### src/rtl/toy_cpu_issuer.sv
// Program loader/sequencer for toy_cpu: assembles 3-byte instructions into an
// 8-entry store and replays them one per cycle, once or looping.
module toy_cpu_issuer #(
    parameter int DEPTH = 8
) (
    input  logic       clk,
    input  logic       rst,
    input  logic       load,
    input  logic       in_valid,
    input  logic [7:0] in_byte,
    input  logic       run,
    input  logic       loop,
    input  logic       halt,
    output logic       op_valid,
    output logic [2:0] opcode,
    output logic [2:0] src_a,
    output logic [2:0] src_b,
    output logic [2:0] dest,
    output logic [7:0] imm,
    output logic       busy,
    output logic [2:0] pc,
    output logic [3:0] prog_len,
    output logic       overflow
);

    typedef enum logic [1:0] {S_IDLE, S_LOAD, S_RUN} state_t;

    state_t      r_state, w_state_nxt;
    logic [1:0]  r_byte_idx;
    logic [5:0]  r_b0, r_b1;
    logic [19:0] r_mem [DEPTH];
    logic        r_op_valid, r_overflow;
    logic [19:0] r_fields;
    logic [2:0]  r_pc;
    logic [3:0]  r_prog_len;
    logic        w_take, w_wr, w_last;

    // entry layout: {imm, dest, src_b, src_a, opcode}
    always_comb begin
        w_take      = (r_state == S_LOAD) && load && in_valid;
        w_wr        = w_take && (r_byte_idx == 2'd2) && (r_prog_len < 4'(DEPTH));
        w_last      = ({1'b0, r_pc} == (r_prog_len - 4'd1));
        w_state_nxt = r_state;
        case (r_state)
            S_IDLE: begin
                if (load)
                    w_state_nxt = S_LOAD;
                else if (run && (r_prog_len != 4'd0))
                    w_state_nxt = S_RUN;
            end
            S_LOAD: begin
                if (!load)
                    w_state_nxt = S_IDLE;
            end
            S_RUN: begin
                if (halt || (w_last && !loop))
                    w_state_nxt = S_IDLE;
            end
            default: w_state_nxt = S_IDLE;
        endcase
    end

    always_ff @(posedge clk or negedge rst) begin
        if (!rst)
            r_state <= S_IDLE;
        else
            r_state <= w_state_nxt;
    end

    always_ff @(posedge clk or negedge rst) begin
        if (!rst) begin
            r_byte_idx <= 2'd0;
            r_b0       <= 6'd0;
            r_b1       <= 6'd0;
            r_op_valid <= 1'b0;
            r_overflow <= 1'b0;
            r_fields   <= 20'd0;
            r_pc       <= 3'd0;
            r_prog_len <= 4'd0;
        end else begin
            r_op_valid <= 1'b0;
            case (r_state)
                S_IDLE: begin
                    if (load) begin
                        r_prog_len <= 4'd0;
                        r_byte_idx <= 2'd0;
                        r_overflow <= 1'b0;
                    end else if (run && (r_prog_len != 4'd0)) begin
                        r_pc <= 3'd0;
                    end
                end
                S_LOAD: begin
                    if (!load) begin
                        r_byte_idx <= 2'd0;
                    end else if (w_take) begin
                        case (r_byte_idx)
                            2'd0:    begin r_b0 <= in_byte[5:0]; r_byte_idx <= 2'd1; end
                            2'd1:    begin r_b1 <= in_byte[5:0]; r_byte_idx <= 2'd2; end
                            default: begin
                                r_byte_idx <= 2'd0;
                                if (w_wr)
                                    r_prog_len <= r_prog_len + 4'd1;
                                else
                                    r_overflow <= 1'b1;
                            end
                        endcase
                    end
                end
                S_RUN: begin
                    if (!halt) begin
                        r_fields   <= r_mem[r_pc];
                        r_op_valid <= 1'b1;
                        // wrap to 0 on the last entry whether looping or leaving
                        r_pc       <= w_last ? 3'd0 : r_pc + 3'd1;
                    end
                end
                default: ;
            endcase
        end
    end

    // program store is deliberately not reset so a program survives reruns
    always_ff @(posedge clk) begin
        if (w_wr)
            r_mem[r_prog_len[2:0]] <= {in_byte, r_b1, r_b0};
    end

    assign op_valid = r_op_valid;
    assign opcode   = r_fields[2:0];
    assign src_a    = r_fields[5:3];
    assign src_b    = r_fields[8:6];
    assign dest     = r_fields[11:9];
    assign imm      = r_fields[19:12];
    assign busy     = (r_state != S_IDLE);
    assign pc       = r_pc;
    assign prog_len = r_prog_len;
    assign overflow = r_overflow;

endmodule

### config.mk
export PLATFORM = sky130hd
export DESIGN_NAME = toy_cpu_issuer
export DESIGN_NICKNAME = d
export VERILOG_FILES = /design/src/rtl/toy_cpu_issuer.sv
export SDC_FILE = /design/constraint.sdc
export NUM_CORES = 1
export LEC_CHECK = 0
export BUFFER_PORTS_ARGS = -buffer_cell sky130_fd_sc_hd__buf_4
export CAP_MARGIN = 20
export CORE_AREA = 8 8 160 162
export DETAILED_ROUTE_END_ITERATION = 10
export DIE_AREA = 0 0 168 170
export GPL_TIMING_DRIVEN = 1
export SYNTH_ARGS = -nofsm -noshare
export SYNTH_HDL_FRONTEND = slang
export SYNTH_SLANG_ARGS = --single-unit
export TNS_END_PERCENT = 50
### constraint.sdc
create_clock -name clk -period 3.5 [get_ports clk]
set_input_delay 0.7 -clock clk [delete_from_list [all_inputs] [get_ports clk]]
set_output_delay 0.7 -clock clk [all_outputs]
set_load 0.01 [all_outputs]
## After elaboration in Yosys (flattened, before gate mapping)

Memory sizes are Yosys's and may differ from the RTL's. A register that Yosys moved wholly into a read port is not among the register bits.
Cells that the tools add are included.

| storage, ports and cells | value |
|---|---|
| register bits after elaboration | 25 |
| memory bits (writable) | 160 |
| input port bits | 15 |
| output and inout bits | 30 |
| logic and storage cells | 87 |
| memories kept | 1 |

| operators by class | value |
|---|---|
| add/subtract/negate cells | 3 |
| order comparisons | 1 |
| equal/unequal tests | 18 |
| muxes and demuxes | 31 |
| bitwise logic cells | 1 |
| reduce and logical (&&, ||, !) cells | 24 |

Memories:

| name | depth | bits a word | read ports | clocked after memory_dff | write ports | RTL line | RTL |
|---|---|---|---|---|---|---|---|
| r_mem | 8 | 20 | 1 | 1 | 1 | 31 | `logic [19:0] r_mem [DEPTH];` |

Operators by type and width:

| kind | number |
|---|---|
| $ne A2 B2 Y1 const B | 11 |
| $mux W4 | 5 |
| $mux W2 | 7 |
| $mux W3 | 4 |
| $reduce_and A4 Y1 | 3 |
| $reduce_and A6 Y1 | 2 |
| $mux W1 | 9 |
| $pmux W2 S2 | 2 |
| $pmux W4 S2 | 1 |
| $logic_and A1 B1 Y1 | 6 |
| $ne A3 B3 Y1 const B | 2 |
| $pmux W2 S3 | 1 |
| $pmux W3 S2 | 1 |
| $reduce_and A3 Y1 | 2 |
| $reduce_bool A2 Y1 | 3 |
| $add A4 B1 Y4 const B | 1 |
| $eq A2 B1 Y1 const B | 2 |
| $eq A2 B2 Y1 const B | 2 |
| $eq A3 B4 Y1 | 1 |
| $logic_not A2 Y1 | 2 |
| $lt A4 B4 Y1 const B | 1 |
| $reduce_bool A4 Y1 | 1 |
| $sub A4 B1 Y4 const B | 1 |
| $add A3 B1 Y3 const B | 1 |
| 6 further kinds | 7 |

## Logic depth before layout (Yosys ltp)

Gate-level depths: netlist of run 1.

| logic depth | value |
|---|---|
| word-level depth | 10 |
| mapped depth | 7 |
| gate-level depth less buffers | 7 |

## Worst setup path before layout of run 1

Ideal clock, no wire load.

| path | value |
|---|---|
| path type | input to register |
| from | input load |
| to | memory r_mem[0][0] (enable) |
| library setup time | 0.422 ns |
| data arrival time | 2.784 ns |
| required time | 3.078 ns |
| slack | 0.294 ns |
| stages on the path | 5 |
| path buffers | 1 |
| cells stage by stage | clkbuf_1 nand3_1 nor2_1 nand2_1 nor3_1 |

| between the ends | value |
|---|---|
| word-level cells in the longest chain between the ends | 6 |

RTL lines:

| what | RTL line | RTL |
|---|---|---|
| from (decl) | 8 | `input logic load,` |
| $logic_and A1 B1 Y1 (2 in a row) | 40 | `w_take = (r_state == S_LOAD) && load && in_valid;` |
| $logic_and A1 B1 Y1 (2 in a row) | 41 | `w_wr = w_take && (r_byte_idx == 2'd2) && (r_prog_len < 4'(DEPTH));` |
| $mux W1 | 124 | `if (w_wr)` |
| $mux W1 (not written as such) | 125 | `r_mem[r_prog_len[2:0]] <= {in_byte, r_b1, r_b0};` |
| to (decl) | 31 |  |

Every way passes these cells.

## Worst setup path in the final report of run 1

| path | value |
|---|---|
| from | register r_pc[1] (netlist: pc[1]) |
| to | output pc[1] |

RTL lines:

| what | RTL line | RTL |
|---|---|---|
| from (decl) | 34 | `logic [2:0] r_pc;` |
| from (signal assigned) | 114 | `r_pc <= w_last ? 3'd0 : r_pc + 3'd1;` |
| to (decl) | 21 | `output logic [2:0] pc,` |

No word-level cell between the ends.

==> impl_table.tex, run 1 <==
\begin{tabular}{lr}
\hline
Metric & Value \\
\hline
\multicolumn{2}{l}{\textbf{Power}} \\
Leakage dissipation & 0.00333 uW \\
Total power consumption of the routed design & 5510 uW \\
Pwr/cell area & 589 nW/um\^{}2 \\
Highest ir drop seen on vdd & 0.000208 V \\
\multicolumn{2}{l}{\textbf{Logic synthesis}} \\
Post-Syn Nets & 458 \\
Count of flip-flops with a built-in enable after synthesis & 160 \\
Area fraction in compound gates after synthesis & 3.76\% \\
Post-synthesis sequential element count & around 200 \\
Top cells by count, synth & edfxtp\_1, nand2\_1, dfrtp\_1 \\
Post-synth design cell area & approximately 7900 sq um \\
Top cell type by total area after synthesis & edfxtp\_1 \\
Simple-gate share of the synthesized area & 5.89\% \\
Share of the synthesized area in the top cell type & 60.6\% \\
Cell count after synthesis & 440 \\
Share of synthesized registers carrying an async set or reset & $\sim$22\% \\
Count of warnings emitted by yosys & 0 \\
Top cells by area, synth & edfxtp\_1, dfrtp\_1, mux4\_2 \\
Mux contribution to synthesized area & 13.2\% \\
Average size of a mapped cell & 18.0 sq um \\
Largest family of logic cells by synthesized area & multiplexers \\
Count of unique library cells instantiated by Yosys & between 40 and 50 \\
Adder-cell area share of the yosys netlist & 0.473\% \\
Most frequent cell after synthesis & edfxtp\_1 \\
Xor and xnor area share after synthesis & 0.221\% \\
Register area share after synthesis & 74.8\% \\
Predominant post-synthesis flop cell & edfxtp\_1 \\
\multicolumn{2}{l}{\textbf{STA}} \\
Fin. max-slew vios & 0 \\
Worst-case clock skew & 0.0127 ns \\
Unrepaired setup endpoints after global routing & no \\
Final critical delay including setup and external delays & 2.32 ns \\
Final worst-path setup slack & about 1.2 ns \\
Final hold vios & 0 \\
Setup TNS & 0 ns \\
Worst slew margin relative to its limit & 40.8\% \\
Final setup violation count & 0 \\
Share of the cycle needed by the critical path after routing & 66.2\% \\
Fmax & $\sim$430 MHz \\
Slew at the pin closest to its max-slew limit & 0.887 ns \\
\multicolumn{2}{l}{\textbf{CTS}} \\
Sink count of the clock tree & 205 \\
H-tree depth & 1 \\
Post-CTS setup repair buffer count & 0 \\
Number of cells upsized or downsized after cts & 0 \\
Clock transition at the registers of the reported paths & about 0.060 ns \\
Clock tree root buffer cell & clkbuf\_16 \\
Clk buf depth & 3 \\
TritonCTS Buffers & 22 \\
Clk Latency, worst-skew pair & 0.50 ns \\
Cts-stage hold buffer count & 0 \\
CTS tree & built \\
\multicolumn{2}{l}{\textbf{Global routing}} \\
Top Usage Layer GRT & met2 \\
Vias in the first global route & 4375 \\
Global-route met2 utilization & 19.5\% \\
Met1 usage in global routing & 14.8\% \\
Pin count of the biggest net entering global routing & 46 \\
Number of antenna violations at the first check in global routing & 0 \\
Combined global-route utilization of all metal layers & 11.5\% \\
Wire length of the first global-routing pass & 25400 um \\
GRT Residual Overflow & 0 \\
Global-route met3 utilization & 2.25\% \\
\multicolumn{2}{l}{\textbf{Place}} \\
Routability congestion estimate from global placement & between 0.7 and 0.8 \\
Count of input and output buffers & 44 \\
Placement-stage worst setup slack & 1.03 ns \\
Half-perimeter wire length after detailed placement & around 9700 um \\
\multicolumn{2}{l}{\textbf{Worst setup path}} \\
Kind of end point of the critical path & primary output \\
Worst reg2reg path depth & 6 \\
Reg2Reg Setup Slack & 1.30 ns \\
Worst-path maximum fanout & 30 \\
Buf/Inv on CP & 1 \\
Critical Path Start & pc[1] \\
Crit-path slowest cell & dfrtp\_2 \\
Req. time, crit path & 2.80 ns \\
Critical R2R Launch & r\_state[1] \\
Ordered cell list for the critical path & buf\_4 \\
Critical register-to-register path endpoint & r\_mem[5][10] \\
Largest stage delay on the critical path & 0.88 ns \\
Critical path's top delay family & flip-flops \\
Crit path kind & reg -> out \\
Worst path arrival time & 1.62 ns \\
Worst Setup Start Kind & flop \\
\multicolumn{2}{l}{\textbf{Run}} \\
Max-cap check violation count & 0 \\
\multicolumn{2}{l}{\textbf{Routing}} \\
Number of DRC markers in iteration 0 & 295 \\
Via density per instance & about 5.1 \\
Router iterations before antenna repair & 4 \\
Routed length per placed instance & between 20 and 25 um \\
Post-detailed-route count of antenna-violating nets & 0 \\
Detailed-route DRC error count & 0 \\
Post-detailed-routing wire length & between 15000 and 20000 um \\
Via count & 4101 \\
\multicolumn{2}{l}{\textbf{Cells and area}} \\
Count of antenna diodes in the layout & 0 \\
Area taken by multi-input logic gates & roughly 1900 sq um \\
Fillers & 2077 \\
Layout cells sized above 1 & a little under a third \\
Reg area & 5930 sq um \\
Total Nets Final & 518 \\
Core occupancy in the finished layout & between 40\% and 50\% \\
Area delta synth->final & 18.1\% \\
\multicolumn{2}{l}{\textbf{Floorplan}} \\
Placeable core region & 23100 sq um \\
Die Footprint & around 29000 sq um \\
Vert. Die Dim & 170 um \\
Number of I/O pins & 45 \\
Initial core utilization & 34.4\% \\
Chip width & 168 um \\
Number of cell rows & 56 \\
\multicolumn{2}{l}{\textbf{Outcome}} \\
Status & finished clean \\
\multicolumn{2}{l}{\textbf{Worst hold path}} \\
Class of the tightest hold or removal check & in -> async \\
\hline
\end{tabular}
[per-layer routing]
layer  part of all wire, %  up-vias
li1                      -     1833
met1                    44     2151
met2                    49       97
met3                   5.6       20
met4                   1.7        0
met5                     0        -
[layout make-up]
cell class                      count  share of cell area [%]
Inverter                            9                   0.361
Tap cell                          290                    3.88
Clock buffer                       31                    6.68
Clock inverter                      9                   0.748
Timing Repair Buffer               57                    4.70
Multi-Input combinational cell    205                    20.3
Sequential cell                   205                    63.4
[state kept, by name (all words and copies together) (netlist names)]
name / count
op_valid: 1
overflow: 1
r_byte_idx: 2
pc: 3
r_state: 2
prog_len: 4
r_mem: 160
r_fields: 20
r_b1: 6
r_b0: 6
[power by group]
part	internal (uW)	total (uW)	switching (uW)
combinational	187	397	210
clock	1320	2190	873
sequential	2780	2930	146
total	4290	5510	1230
[per-stage QoR]
step	std cells	hold slack [ns]	cell area [sq um]
6_report	806	0.243	9360
5_1_grt	806	0.284	9360
4_1_cts	806	0.262	9360
3_5_place_dp	766	0.513	8670
3_3_place_gp	766	0.509	8670
2_1_floorplan	440	0.404	7930
[worst max-delay path by stage]
| stage | to | slack, ns | cells after the start |
|---|---|---|---|
| final | pc[1] | 1.18 | 1 |
| after global routing | pc[1] | 1.12 | 1 |
| after CTS | pc[1] | 1.15 | 1 |
| after detailed placement | r_mem[4][9] | 1.03 | 7 |
| after global placement | r_mem[4][9] | 1.08 | 7 |
| after floorplan | r_mem[0][0] | 0.29 | 5 |
[placed cells by master, fill, tap and decap left out, types with 2 or more instances in the layout]
cell type / count
nand4_1: 2
edfxtp_1: 160
buf_4: 56
o21ai_0: 7
clkbuf_1: 6
clkbuf_16: 23
nand3_1: 4
clkinv_1: 2
mux4_2: 40
a31oi_1: 20
mux2_2: 12
ha_1: 3
clkinv_2: 5
nor2_1: 26
nand2_1: 53
nor2_2: 6
inv_1: 9
dfrtp_2: 2
dfrtp_1: 43
a32o_1: 3
a22o_1: 2
clkbuf_8: 2
nand2b_1: 2
nor3_2: 3
[cell families (layout without fill, tap and decap cells)]
| group | Yosys count | after routing |
|---|---|---|
| flip-flops | 205 | 205 |
| AND/OR/NAND/NOR | 106 | 106 |
| multiplexers | 53 | 53 |
| AO/OA/AOI/OAI | 41 | 41 |
| buffers and inverters | 30 | 106 |
| adder cells (fa/ha/maj) | 3 | 3 |
| XOR/XNOR | 2 | 2 |
Note: power is estimated with default switching activity, not from simulation.
==> run 2, diff against run 1 <==
==> constraint.sdc (replaced) <==
create_clock -name clk -period 2 [get_ports clk]
set_input_delay 0.4 -clock clk [delete_from_list [all_inputs] [get_ports clk]]
set_output_delay 0.4 -clock clk [all_outputs]
set_load 0.01 [all_outputs]
==> run 2 against run 1 <==
Wire length is 1.5% higher. Critical path depth up 3. Sequential power grew 73%. Clock skew is 0.0043 ns lower. Register-to-register slack got worse by 1.2 ns. Largest power group unchanged. Clock-buffer cell count decreased by 2. Final cell count is 1.9% higher. Die area stayed put. Setup slack got worse by 1.1 ns. Combinational power up 95%. Utilization up 1.2 points. Final area rose by 3.0%.
==> impl_table.tex, run 2 (synthesis gave the netlist of run 1 again) <==
\begin{tabular}{lr}
\hline
Metric & Value \\
\hline
\multicolumn{2}{l}{\textbf{Outcome}} \\
Status & finished clean \\
\multicolumn{2}{l}{\textbf{Routing}} \\
Post-detailed-route count of antenna-violating nets & 0 (unchanged) \\
Via density per instance & 5.05 (-0.70\%) \\
Routed length per placed instance & 19.9 um (-0.39\%) \\
Post-detailed-routing wire length & 16400 um (+1.5\%) \\
Via count & 4148 (+1.1\%) \\
Number of DRC markers in iteration 0 & 435 (+47\%) \\
Detailed-route DRC error count & 0 (unchanged) \\
Router iterations before antenna repair & 4 (unchanged) \\
\multicolumn{2}{l}{\textbf{Place}} \\
Routability congestion estimate from global placement & 0.752 (-5.8\%) \\
Placed cell count & 780 (+1.8\%) \\
Half-perimeter wire length after detailed placement & 10400 um (+7.3\%) \\
Count of input and output buffers & 44 (unchanged) \\
\multicolumn{2}{l}{\textbf{Global routing}} \\
Combined global-route utilization of all metal layers & 11.6\% (+0.085 points) \\
GRT Residual Overflow & 0 (unchanged) \\
Number of antenna violations at the first check in global routing & 0 (unchanged) \\
Vias in the first global route & 4489 (+2.6\%) \\
Wire length of the first global-routing pass & 25900 um (+2.0\%) \\
Pin count of the biggest net entering global routing & 46 (unchanged) \\
\multicolumn{2}{l}{\textbf{CTS}} \\
Sink count of the clock tree & 205 (unchanged) \\
Clock tree root buffer cell & clkbuf\_16 \\
Clk buf depth & 3 (unchanged) \\
TritonCTS Buffers & 22 (unchanged) \\
Clk Latency, worst-skew pair & 0.49 ns (about the same) \\
Clock transition at the registers of the reported paths & 0.06 ns (about the same) \\
H-tree depth & 1 (unchanged) \\
CTS tree & built \\
\multicolumn{2}{l}{\textbf{Worst setup path}} \\
Worst path arrival time & 1.47 ns (-0.15 ns) \\
Req. time, crit path & 1.60 ns (-1.20 ns) \\
Crit-path slowest cell & dfrtp\_1 \\
Crit path kind & reg -> out \\
Critical path's top delay family & flip-flops \\
Kind of end point of the critical path & primary output \\
Ordered cell list for the critical path & buf\_4 > nor2\_2 > inv\_1 > buf\_4 \\
Cell mode on critical path & buf\_4 \\
Worst-path maximum fanout & 9 (-70\%) \\
Largest stage delay on the critical path & 0.41 ns (-0.47 ns) \\
Worst Setup Start Kind & flop \\
Buf/Inv on CP & 3 (+2) \\
\multicolumn{2}{l}{\textbf{Floorplan}} \\
Vert. Die Dim & 170 um (unchanged) \\
Number of I/O pins & 45 (unchanged) \\
Die Footprint & 28600 sq um (unchanged) \\
Chip width & 168 um (unchanged) \\
Placeable core region & 23100 sq um (unchanged) \\
Initial core utilization & 34.4\% (unchanged) \\
Number of cell rows & 56 (unchanged) \\
\multicolumn{2}{l}{\textbf{Cells and area}} \\
Commonest non-fill, non-tap cell in the layout & edfxtp\_1 \\
Final std cells w/o fill & 821 (+1.9\%) \\
Fillers & 2019 (-2.8\%) \\
Layout cells sized above 1 & 33.3\% (+2.7 points) \\
Count of antenna diodes in the layout & 0 (unchanged) \\
Flip-flop count of the largest register after layout & 160 (unchanged) \\
Highest-count cells in the layout ignoring fill and taps & edfxtp\_1, buf\_4, nand2\_1 \\
Area delta synth->final & 21.6\% \\
Total Nets Final & 533 (+2.9\%) \\
\multicolumn{2}{l}{\textbf{STA}} \\
Setup TNS & 0 ns (unchanged) \\
Slew at the pin closest to its max-slew limit & 0.673 ns (-0.214 ns) \\
Final hold vios & 0 (unchanged) \\
Share of the cycle needed by the critical path after routing & 93.5\% \\
Worst-case clock skew & 0.00834 ns (-0.00434 ns) \\
Worst slew margin relative to its limit & 55.1\% (+14 points) \\
Fin. max-slew vios & 0 (unchanged) \\
Fmax & 535 MHz \\
Unrepaired setup endpoints after global routing & no \\
Final critical delay including setup and external delays & 1.87 ns \\
Final setup violation count & 0 (unchanged) \\
\multicolumn{2}{l}{\textbf{Power}} \\
Highest ir drop seen on vdd & 0.000613 V (+190\%) \\
Leakage dissipation & 0.00343 uW (+3.1\%) \\
Pwr/cell area & 1030 nW/um\^{}2 (+74\%) \\
Total power consumption of the routed design & 9890 uW (+79\%) \\
\multicolumn{2}{l}{\textbf{Run}} \\
Max-cap check violation count & 0 (unchanged) \\
\multicolumn{2}{l}{\textbf{Worst hold path}} \\
Class of the tightest hold or removal check & in -> reg \\
\hline
\end{tabular}
==> run 2: per-layer routing <==
metal	part of all wire (%)	vias up	GRT usage, %
li1	-	1863	-
met1	44	2174	14.8
met2	49	85	19.8
met3	5.3	26	2.36
met4	2.0	0	3.34
met5	0	-	0
==> run 2: worst register-to-register path, stage by stage (launching register included) <==
cell and delay, ns:
dfrtp_1 0.38, inv_1 0.08, ha_1 0.19, or3b_4 0.40, a41o_4 0.31, and3_4 0.18, o211ai_2 0.14, o21ai_1 0.08
==> run 2: layout make-up <==
type                       count  area (sq um)  share of cell area, %
clock inverter                11           133                   1.38
clock buffer                  29           598                   6.20
multi-input combinational    205          1920                   20.0
tap                          290           363                   3.76
sequential                   205          5930                   61.5
inverter                       9          33.8                  0.350
timing repair buffer          72           656                   6.80
==> run 2: metrics by stage <==
step / worst slack [ns] / hold WS (ns) / cell area, sq um / util (%)
6_report: 0.131 / 0.149 / 9640 / 41.8
5_1_grt: 0.00920 / 0.140 / 9640 / 41.8
4_1_cts: 0.0156 / 0.137 / 9640 / 41.8
3_5_place_dp: 0.0987 / 0.485 / 8900 / 38.6
3_3_place_gp: 0.146 / 0.474 / 8900 / 38.6
2_1_floorplan: 0.00404 / 0.104 / 7980 / -
==> run 2: timing repair <==
| item | CTS | global route |
|---|---|---|
| resized for setup | 0 | 1 |
| hold buffers | 1 | 0 |
| hold endpoints to repair | 45 | 0 |
| endpoints found under the setup margin | 0 | 1 |
| buffers inserted | 0 | 0 |
==> run 2: worst paths after layout <==
kind	from	endpoint	slack [ns]	cells past startpoint
max	r_state[0]	busy	0.13	4
min	in_byte[7]	r_mem[6][19]	0.15	1
max reg2reg	prog_len[0]	pc[2]	0.13	7
min reg2reg	overflow	overflow	0.51	1
max in group asynchronous	rst	pc[1]	1.03	2
min in group asynchronous	rst	r_byte_idx[1]	0.49	2
==> run 2: where the power goes <==
part	internal (uW)	leakage [uW]	switching, uW	total (uW)
logic	353	0.00104	424	776
registers	4870	0.00203	213	5080
clock network	2490	0.000352	1550	4040
==> run 3, diff against run 2 <==
--- a/config.mk
+++ b/config.mk
@@ -7,10 +7,13 @@
 export LEC_CHECK = 0
 export BUFFER_PORTS_ARGS = -buffer_cell sky130_fd_sc_hd__buf_4
 export CAP_MARGIN = 20
+export CELL_PAD_IN_SITES_DETAIL_PLACEMENT = 0
+export CELL_PAD_IN_SITES_GLOBAL_PLACEMENT = 1
 export CORE_AREA = 8 8 160 162
 export DETAILED_ROUTE_END_ITERATION = 10
 export DIE_AREA = 0 0 168 170
 export GPL_TIMING_DRIVEN = 1
+export PLACE_DENSITY_LB_ADDON = 0.1
 export SYNTH_ARGS = -nofsm -noshare
 export SYNTH_HDL_FRONTEND = slang
 export SYNTH_SLANG_ARGS = --single-unit
==> constraint.sdc (replaced) <==
create_clock -name clk -period 2.3 [get_ports clk]
set_input_delay 0.46 -clock clk [delete_from_list [all_inputs] [get_ports clk]]
set_output_delay 0.46 -clock clk [all_outputs]
set_load 0.01 [all_outputs]
==> run 3 against run 2 <==
The run now ends with negative hold slack left. Final cell count fell by 0.49%. Die area did not move. Sequential share of layout area fell by 0.080 points. Setup slack improved by 0.10 ns. Clock skew rose by 0.0074 ns. Wire length rose by 6.9%. Sequential power fell by 13%. Global-route usage rose by 0.92 points. Utilization rose by 0.054 points. Combinational power fell by 12%. Critical endpoint is now pc[2].
==> impl_table.tex, run 3 (synthesis gave the netlist of run 1 again) <==
\begin{tabular}{lr}
\hline
Metric & Value \\
\hline
\multicolumn{2}{l}{\textbf{Worst hold path}} \\
Class of the tightest hold or removal check & in -> async \\
\multicolumn{2}{l}{\textbf{Outcome}} \\
Status & complete, but fails checks \\
Violations in the final reports & negative hold slack \\
\multicolumn{2}{l}{\textbf{Power}} \\
Pwr/cell area & 917 nW/um\^{}2 (-11\%) \\
Part of the total power dissipated in sequential elements & 49.8\% (-1.5 points) \\
Total power consumption of the routed design & 8850 uW (-11\%) \\
Power spent charging and discharging nets & 1980 uW (-9.5\%) \\
Switching share of power & 22.3\% (+0.26 points) \\
Highest ir drop seen on vdd & 0.000503 V (-18\%) \\
Combinational group share of total power & 7.7\% (about the same) \\
Part of the total power dissipated in the clock network & 42.5\% (+1.7 points) \\
Internal power component & 6880 uW (-11\%) \\
Leakage dissipation & 0.00343 uW (about the same) \\
\multicolumn{2}{l}{\textbf{Place}} \\
Count of input and output buffers & 44 (unchanged) \\
Routability congestion estimate from global placement & 0.754 (+0.25\%) \\
Placement-stage worst setup slack & 0.236 ns (+0.137 ns) \\
Instance area after placement & 8870 sq um (-0.34\%) \\
Placed cell count & 776 (-0.51\%) \\
Half-perimeter wire length after detailed placement & 10700 um (+3.7\%) \\
\multicolumn{2}{l}{\textbf{Run}} \\
Max-cap check violation count & 0 (unchanged) \\
\multicolumn{2}{l}{\textbf{Worst setup path}} \\
Kind of end point of the critical path & flop \\
Reg2Reg Setup Slack & 0.23 ns (+0.10 ns) \\
Worst Setup Start Kind & flop \\
Worst path arrival time & 2.43 ns (+0.96 ns) \\
Req. time, crit path & 2.66 ns (+1.06 ns) \\
Worst-path maximum fanout & 6 (-3) \\
Crit path kind & reg -> reg \\
\multicolumn{2}{l}{\textbf{Cells and area}} \\
Count of antenna diodes in the layout & 0 (unchanged) \\
Reg area & 5930 sq um (unchanged) \\
Layout cells sized above 1 & 32.8\% (-0.51 points) \\
Highest-count cells in the layout ignoring fill and taps & edfxtp\_1, buf\_4, nand2\_1 \\
Commonest non-fill, non-tap cell in the layout & edfxtp\_1 \\
Layout Cell Area excl Fill & 9650 sq um (+0.13\%) \\
Flip-flop count of the largest register after layout & 160 (unchanged) \\
Area taken by multi-input logic gates & 1910 sq um (-0.78\%) \\
Total Nets Final & 529 (-0.75\%) \\
Final std cells w/o fill & 817 (-0.49\%) \\
Area delta synth->final & 21.7\% \\
Fillers & 2083 (+3.2\%) \\
\multicolumn{2}{l}{\textbf{Routing}} \\
Post-detailed-routing wire length & 17500 um (+6.9\%) \\
Number of DRC markers in iteration 0 & 247 (-43\%) \\
Post-detailed-route count of antenna-violating nets & 0 (unchanged) \\
Via density per instance & 5.05 (about the same) \\
Detailed-route DRC error count & 0 (unchanged) \\
Router iterations before antenna repair & 4 (unchanged) \\
Routed length per placed instance & 21.4 um (+7.4\%) \\
Via count & 4128 (-0.48\%) \\
\multicolumn{2}{l}{\textbf{Global routing}} \\
Pin count of the biggest net entering global routing & 46 (unchanged) \\
Vias in the first global route & 4637 (+3.3\%) \\
Combined global-route utilization of all metal layers & 12.5\% (+0.92 points) \\
GRT Residual Overflow & 0 (unchanged) \\
Wire length of the first global-routing pass & 27300 um (+5.3\%) \\
Number of antenna violations at the first check in global routing & 0 (unchanged) \\
\multicolumn{2}{l}{\textbf{Floorplan}} \\
Die Footprint & 28600 sq um (unchanged) \\
Placeable core region & 23100 sq um (unchanged) \\
Number of cell rows & 56 (unchanged) \\
Vert. Die Dim & 170 um (unchanged) \\
Number of I/O pins & 45 (unchanged) \\
Initial core utilization & 34.4\% (unchanged) \\
Chip width & 168 um (unchanged) \\
\multicolumn{2}{l}{\textbf{STA}} \\
Worst slack on hold paths & -0.0121 ns (-0.161 ns) \\
Final worst-path setup slack & 0.235 ns (+0.104 ns) \\
Fmax & 484 MHz \\
Worst slew margin relative to its limit & 54.9\% (-0.20 points) \\
Slew at the pin closest to its max-slew limit & 0.676 ns (+0.00295 ns) \\
Share of the cycle needed by the critical path after routing & about nine tenths \\
Fin. max-slew vios & 0 (unchanged) \\
Final setup violation count & 0 (unchanged) \\
Final critical delay including setup and external delays & around 2.1 ns \\
Unrepaired setup endpoints after global routing & no \\
Worst-case clock skew & 0.0158 ns (+0.00742 ns) \\
Final hold vios & 5 (+5) \\
\multicolumn{2}{l}{\textbf{CTS}} \\
Number of cells upsized or downsized after cts & 0 (unchanged) \\
Post-CTS setup repair buffer count & 0 (unchanged) \\
Clk buf depth & 3 (unchanged) \\
Cts-stage hold buffer count & 0 (-1) \\
Sink count of the clock tree & 205 (unchanged) \\
Clk Latency, worst-skew pair & 0.50 ns (about the same) \\
TritonCTS Buffers & 23 (+4.5\%) \\
CTS tree & built \\
H-tree depth & 1 (unchanged) \\
Clock transition at the registers of the reported paths & 0.06 ns (about the same) \\
Clock tree root buffer cell & clkbuf\_16 \\
\hline
\end{tabular}
run 3: worst max-delay path, cell delays in order (launching register included):
cell and delay, ns:
dfrtp_1 0.43, inv_1 0.17, ha_1 0.22, or3b_4 0.40, a41o_4 0.31, and3_4 0.18
o211ai_2 0.14, o21ai_1 0.08
run 3: area by class of cell:
| cell class | instances | share of cell area (%) |
|---|---|---|
| clock buffers | 28 | 6.36 |
| clock inverters | 13 | 1.78 |
| inverters | 9 | 0.350 |
| multi-input cells | 205 | 19.8 |
| flip-flops and latches | 205 | 61.5 |
| well taps | 290 | 3.76 |
| repair buffers | 67 | 6.51 |
run 3: through the flow:
stage	setup TNS (ns)	utilization [%]
2_1_floorplan	-16.95	-
3_5_place_dp	0	38.5
5_1_grt	0	41.9
6_report	0	41.9
4_1_cts	0	41.9
3_3_place_gp	0	38.5
run 3: per-layer routing:
layer | vias up | global-route usage (%) | share of wire [%] | routed length, um
met4 | 0 | 3.65 | 1.9 | 337
li1 | 1859 | - | - | -
met5 | - | 0 | 0 | 0
met2 | 76 | 22.3 | 51 | 8860
met1 | 2166 | 15.2 | 43 | 7460
met3 | 27 | 2.39 | 4.8 | 835
run 3: path summary, 6_finish.rpt:
check / start / endpoint / cells after the start
setup / recovery: prog_len[0] / pc[2] / 7
hold / removal: rst / r_byte_idx[1] / 1
setup reg to reg: prog_len[0] / pc[2] / 7
hold reg to reg: overflow / overflow / 1
max in group asynchronous: rst / pc[1] / 1
min in group clk: in_byte[6] / r_mem[0][18] / 1
run 3: power by group through the flow:
stage / sequential (uW) / combinational (uW) / clock (uW)
after floorplan: 4440 / 387 / 0
after global placement: 4480 / 709 / 0
after detailed placement: 4490 / 707 / 0
after CTS: 4410 / 708 / 3860
after global routing: 4440 / 763 / 3980
final: 4410 / 682 / 3760
